## config.mk

```make
export PLATFORM = sky130hd
export DESIGN_NAME = scan_select_sequencer
export DESIGN_NICKNAME = d
export VERILOG_FILES = /design/src/rtl/scan_select_sequencer.sv
export SDC_FILE = /design/constraint.sdc
export NUM_CORES = 1
export LEC_CHECK = 0
export BUFFER_PORTS_ARGS = -buffer_cell sky130_fd_sc_hd__buf_2
export CAP_MARGIN = 30
export CORE_ASPECT_RATIO = 0.6
export CORE_MARGIN = 1.5
export CORE_UTILIZATION = 36
export DETAILED_ROUTE_END_ITERATION = 7
export PLACE_DENSITY = 0.61
export SLEW_MARGIN = 10
export SYNTH_ARGS = -nofsm -noshare
export SYNTH_HDL_FRONTEND = slang
export SYNTH_SLANG_ARGS = --single-unit
```

## constraint.sdc

```tcl
create_clock -name clk -period 2.6 [get_ports clk]
set_input_delay 0.39 -clock clk [delete_from_list [all_inputs] [get_ports clk]]
set_output_delay 0.39 -clock clk [all_outputs]
set_load 0.02 [all_outputs]
```

## src/rtl/scan_select_sequencer.sv

```systemverilog
// Address/enable sequencer for the 4-to-16 decoder: dwell on each channel, optional blanking gap, 1-cycle start latency.
// No backpressure: free-running once started; stop aborts to IDLE on the next cycle.
module scan_select_sequencer #(
    parameter int DWELL = 4,
    parameter int BLANK = 1,
    parameter int LAST  = 15
) (
    input  logic       clk,
    input  logic       rst,
    input  logic       start,
    input  logic       stop,
    input  logic       single,
    input  logic [3:0] start_addr,
    output logic [3:0] w,
    output logic       e,
    output logic       busy,
    output logic       wrap,
    output logic       done
);

    localparam logic [1:0] IDLE   = 2'd0;
    localparam logic [1:0] ACTIVE = 2'd1;
    localparam logic [1:0] BLANKS = 2'd2;

    localparam logic [3:0]  LAST_W   = 4'(LAST);
    localparam logic [15:0] DWELL_M1 = 16'(DWELL - 1);
    localparam logic [15:0] BLANK_M1 = 16'(BLANK - 1);
    localparam logic        HAS_GAP  = (BLANK > 0);

    logic [1:0]  state;
    logic [15:0] dwell_cnt;
    logic [15:0] blank_cnt;
    logic        mode;
    logic [3:0]  next_w;
    logic        at_last;

    always_comb begin
        at_last = (w == LAST_W);
        next_w  = at_last ? 4'd0 : w + 4'd1;
    end

    always_ff @(posedge clk or posedge rst) begin
        if (rst) begin
            state     <= IDLE;
            w         <= 4'd0;
            e         <= 1'b0;
            busy      <= 1'b0;
            wrap      <= 1'b0;
            done      <= 1'b0;
            dwell_cnt <= 16'd0;
            blank_cnt <= 16'd0;
            mode      <= 1'b0;
        end else begin
            wrap <= 1'b0;
            done <= 1'b0;
            case (state)
                IDLE: begin
                    e    <= 1'b0;
                    busy <= 1'b0;
                    if (start && !stop && (start_addr <= LAST_W)) begin
                        state     <= ACTIVE;
                        w         <= start_addr;
                        e         <= 1'b1;
                        busy      <= 1'b1;
                        mode      <= single;
                        dwell_cnt <= 16'd0;
                    end
                end
                ACTIVE: begin
                    if (stop) begin
                        state     <= IDLE;
                        e         <= 1'b0;
                        busy      <= 1'b0;
                        dwell_cnt <= 16'd0;
                    end else if (dwell_cnt == DWELL_M1) begin
                        dwell_cnt <= 16'd0;
                        if (mode && at_last) begin
                            // single pass ends here; the trailing gap is skipped
                            state <= IDLE;
                            e     <= 1'b0;
                            busy  <= 1'b0;
                            done  <= 1'b1;
                        end else if (HAS_GAP) begin
                            state     <= BLANKS;
                            e         <= 1'b0;
                            blank_cnt <= 16'd0;
                        end else begin
                            w    <= next_w;
                            wrap <= at_last && !mode;
                        end
                    end else begin
                        dwell_cnt <= dwell_cnt + 16'd1;
                    end
                end
                BLANKS: begin
                    if (stop) begin
                        state     <= IDLE;
                        e         <= 1'b0;
                        busy      <= 1'b0;
                        blank_cnt <= 16'd0;
                    end else if (blank_cnt == BLANK_M1) begin
                        state     <= ACTIVE;
                        w         <= next_w;
                        e         <= 1'b1;
                        wrap      <= at_last && !mode;
                        blank_cnt <= 16'd0;
                        dwell_cnt <= 16'd0;
                    end else begin
                        blank_cnt <= blank_cnt + 16'd1;
                    end
                end
                default: begin
                    state     <= IDLE;
                    e         <= 1'b0;
                    busy      <= 1'b0;
                    dwell_cnt <= 16'd0;
                    blank_cnt <= 16'd0;
                end
            endcase
        end
    end

endmodule
```

==> impl_metrics.env <==
export IMPL_outcome="complete, no violations"
export IMPL_critical_path_arrival_ns=2.42
export IMPL_global_route_wire_length_before_repair_um=9820
export IMPL_synthesis_nets=291
export IMPL_die_h_um=66.8
export IMPL_timing_max_slew_rel_slack=0.521
export IMPL_yosysTopAreaCellShare=0.441
export IMPL_rrSetupSlack_ns=0.35
export IMPL_synth_warnings=0
export IMPL_place_detailed_hpwl_um=4010
export IMPL_layout_filler_cells=630
export IMPL_worst_slew_pin_transition_ns=0.718
export IMPL_grt_pass1_vias=1907
export IMPL_postSynth_asyncResetShare=1.00
export IMPL_detail_route_wl_per_cell_um=15.1
export IMPL_die_width_um=109
export IMPL_grt_overflow=0
export IMPL_detail_route_drc_violations=0
export IMPL_critPathLaunchType="flop"
export IMPL_synth_top_cell_by_area="sky130_fd_sc_hd__dfrtp_1"
export IMPL_iteration_0_drc_count_of_the_detailed_router=125
export IMPL_critical_path_reg2reg_startpoint="dwell_cnt[0]"
export IMPL_wirelength_um=5720
export IMPL_port_buffers=16
export IMPL_cts_hold_fix_buffers=0
export IMPL_timing_critical_path_required_ns=2.77
export IMPL_setup_violations_final=0
export IMPL_post_drt_via_cell_ratio=5.56
export IMPL_syn_to_final_growth_pct=12.1
export IMPL_final_hold_violation_count=0
export IMPL_worst_setup_path_startpoint="dwell_cnt[0]"
export IMPL_coreArea_um2=6330
export IMPL_tritoncts_num_sinks=43
export IMPL_drt_pre_antenna_iters=4
export IMPL_finClkSkew_ns=0.00519
export IMPL_ys_flop_type="sky130_fd_sc_hd__dfrtp_1"
export IMPL_start_util=0.385
export IMPL_endpoint_kind="flop"
export IMPL_worst_hold_slack_ns=0.0266
export IMPL_timing_critical_path_to="dwell_cnt[6]"
export IMPL_ys_top_cells_by_count="sky130_fd_sc_hd__dfrtp_1 (43), sky130_fd_sc_hd__o21ai_0 (39), sky130_fd_sc_hd__nand2_1 (27), sky130_fd_sc_hd__nor3_1 (23), sky130_fd_sc_hd__nand3_1 (20)"
export IMPL_syn_area_per_cell_um2=8.77
export IMPL_num_vias=2107
export IMPL_power_static_leakage_nw=1.11
export IMPL_synthCells=278
export IMPL_design_final_nets=307
export IMPL_synth_ff_latch_count=43
export IMPL_count_of_distinct_cell_types_in_the_synthesized_netlist=40
export IMPL_path_max_fanout=10
export IMPL_worst_r2r_endpoint="dwell_cnt[6]"
export IMPL_hold_class="input port to async pin"
export IMPL_grt_setup_unrepaired="false"
export IMPL_root_buffer="sky130_fd_sc_hd__clkbuf_16"
export IMPL_synth_top_cells_by_area="sky130_fd_sc_hd__dfrtp_1 (44%), sky130_fd_sc_hd__o21ai_0 (8.0%), sky130_fd_sc_hd__nor3_1 (4.7%)"
export IMPL_powerDensity_nw_per_um2=907
export IMPL_track_usage=0.177
export IMPL_setup_tns_ns=0
export IMPL_maximum_vdd_drop_mv=0.483
export IMPL_layout_area_seq_um2=1080
export IMPL_cts_reportedPaths_clkPinSlew_ns=0.06
export IMPL_max_clock_freq_ghz=0.445
export IMPL_post_route_cells_drive_above_1_share=0.112
export IMPL_cts_post_setup_buffers_inserted=0
export IMPL_worst_r2r_cell_count=6
export IMPL_grt_antenna_before_repair=0
export IMPL_multi_input_area_um2=1240
export IMPL_numCtsBuffers=5
export IMPL_post_route_period_util=0.865
export IMPL_synthesis_area_um2=2440
export IMPL_clockBufferDepth=2
export IMPL_cts_tree="built"
export IMPL_placementRows=22
export IMPL_design_die_area_um2=7290
export IMPL_globalplace_congestion=0.848
export IMPL_maxSlewViolCount=0
export IMPL_synth_most_common_cell="sky130_fd_sc_hd__dfrtp_1"
export IMPL_synth_enable_flop_cells=0
export IMPL_timing_setup_critical_path_class="flop to flop"
export IMPL_clkLatencyLatePin_ns=0.28
export IMPL_antenna_diode_count=0
export IMPL_cts_htree_levels=2
export IMPL_post_cts_resize_count=0
export IMPL_drtAntennaViolNets=0
export IMPL_synth_sequential_area_ratio=0.441
export IMPL_final_period_minus_worst_setup_slack_ns=2.25
export IMPL_ioPinCount=17
export IMPL_grt_max_degree=44
export IMPL_drv_cap=0
==> logic make-up after synthesis <==
kind of cell | Yosys count | share of synthesized area
fa+ha+maj | 4 | 0.0205
simple gates | 120 | 0.247
flops | 43 | 0.441
xor+xnor | 7 | 0.0251
buf+inv | 24 | 0.0487
mux | 2 | 0.00872
compound gates | 78 | 0.208
==> routing by layer <==
| metal | up-vias | GRT usage | wire length (um) |
|---|---|---|---|
| met3 | 5 | 0.0401 | 470 |
| met4 | 0 | 0.0438 | 47 |
| met1 | 966 | 0.287 | 3060 |
| li1 | 1053 | - | - |
| met2 | 83 | 0.225 | 2140 |
| met5 | - | 0 | 0 |
==> worst max-delay path, stage by stage, from the launching register on <==
cell and delay, ns:
sky130_fd_sc_hd__dfrtp_1 0.41, sky130_fd_sc_hd__ha_1 0.24, sky130_fd_sc_hd__nor4b_1 0.22, sky130_fd_sc_hd__and4_1 0.51, sky130_fd_sc_hd__or2_1 0.40, sky130_fd_sc_hd__o21bai_1 0.13
sky130_fd_sc_hd__a22o_1 0.23
==> layout make-up <==
type	count	area share
clock buffer	7	0.0485
clock inverter	1	0.00183
inverter	13	0.0178
multi-input combinational	211	0.455
sequential	43	0.394
tap	84	0.0384
timing repair buffer	20	0.0449
==> per-stage QoR <==
| stage | cell area (um^2) | power, mW | cells | utilization | setup slack (ns) |
|---|---|---|---|---|---|
| 2_1_floorplan | 2440 | 1.66 | 278 | - | 0.708 |
| 3_3_place_gp | 2580 | 1.86 | 370 | 0.407 | 0.412 |
| 3_5_place_dp | 2580 | 1.88 | 370 | 0.407 | 0.355 |
| 4_1_cts | 2710 | 2.48 | 378 | 0.429 | 0.346 |
| 5_1_grt | 2730 | 2.65 | 379 | 0.432 | 0.181 |
| 6_report | 2730 | 2.48 | 379 | 0.432 | 0.351 |
==> worst min-delay path by stage <==
stage / startpoint / endpoint / depth (start not counted)
final: rst / dwell_cnt[6] / 2
after global routing: rst / blank_cnt[9] / 2
after CTS: single / mode / 2
after detailed placement: mode / wrap / 1
after global placement: busy / busy / 1
after floorplan: mode / wrap / 1
==> where the power goes <==
part / switching (mW) / total, mW / internal [mW] / leakage [nW]
clock: 0.239 / 0.594 / 0.355 / 0.0679
sequential: 0.190 / 0.981 / 0.791 / 0.585
combinational: 0.571 / 0.904 / 0.333 / 0.458
total: 1.00 / 2.48 / 1.48 / 1.11
==> cell usage in the layout (no fill, tap or decap), types with 2 or more instances in the layout <==
master,synthesis,layout
sky130_fd_sc_hd__a211oi_1,4,4
sky130_fd_sc_hd__a21o_1,5,5
sky130_fd_sc_hd__a21oi_1,11,11
sky130_fd_sc_hd__a22o_1,6,6
sky130_fd_sc_hd__and4_1,2,2
sky130_fd_sc_hd__buf_2,8,16
sky130_fd_sc_hd__buf_4,1,3
sky130_fd_sc_hd__clkbuf_1,0,2
sky130_fd_sc_hd__clkbuf_16,0,5
sky130_fd_sc_hd__dfrtp_1,43,43
sky130_fd_sc_hd__ha_1,4,4
sky130_fd_sc_hd__inv_1,13,12
sky130_fd_sc_hd__nand2_1,27,27
sky130_fd_sc_hd__nand2b_1,5,5
sky130_fd_sc_hd__nand3_1,20,20
sky130_fd_sc_hd__nand4_1,7,7
sky130_fd_sc_hd__nor2_1,16,16
sky130_fd_sc_hd__nor2b_1,3,3
sky130_fd_sc_hd__nor3_1,23,23
sky130_fd_sc_hd__nor4_1,7,7
sky130_fd_sc_hd__nor4b_1,2,2
sky130_fd_sc_hd__o21ai_0,39,39
sky130_fd_sc_hd__o21ai_2,2,2
sky130_fd_sc_hd__o22ai_1,2,2
sky130_fd_sc_hd__o31ai_1,2,2
sky130_fd_sc_hd__or3_1,4,4
sky130_fd_sc_hd__xnor2_1,4,4
sky130_fd_sc_hd__xor2_1,3,3
==> flip-flops by register name, indices dropped and copies added (netlist names) <==
name       count
blank_cnt     16
busy           1
done           1
dwell_cnt     16
e              1
mode           1
state          2
w              4
wrap           1
(Power assumes the default switching activity.)
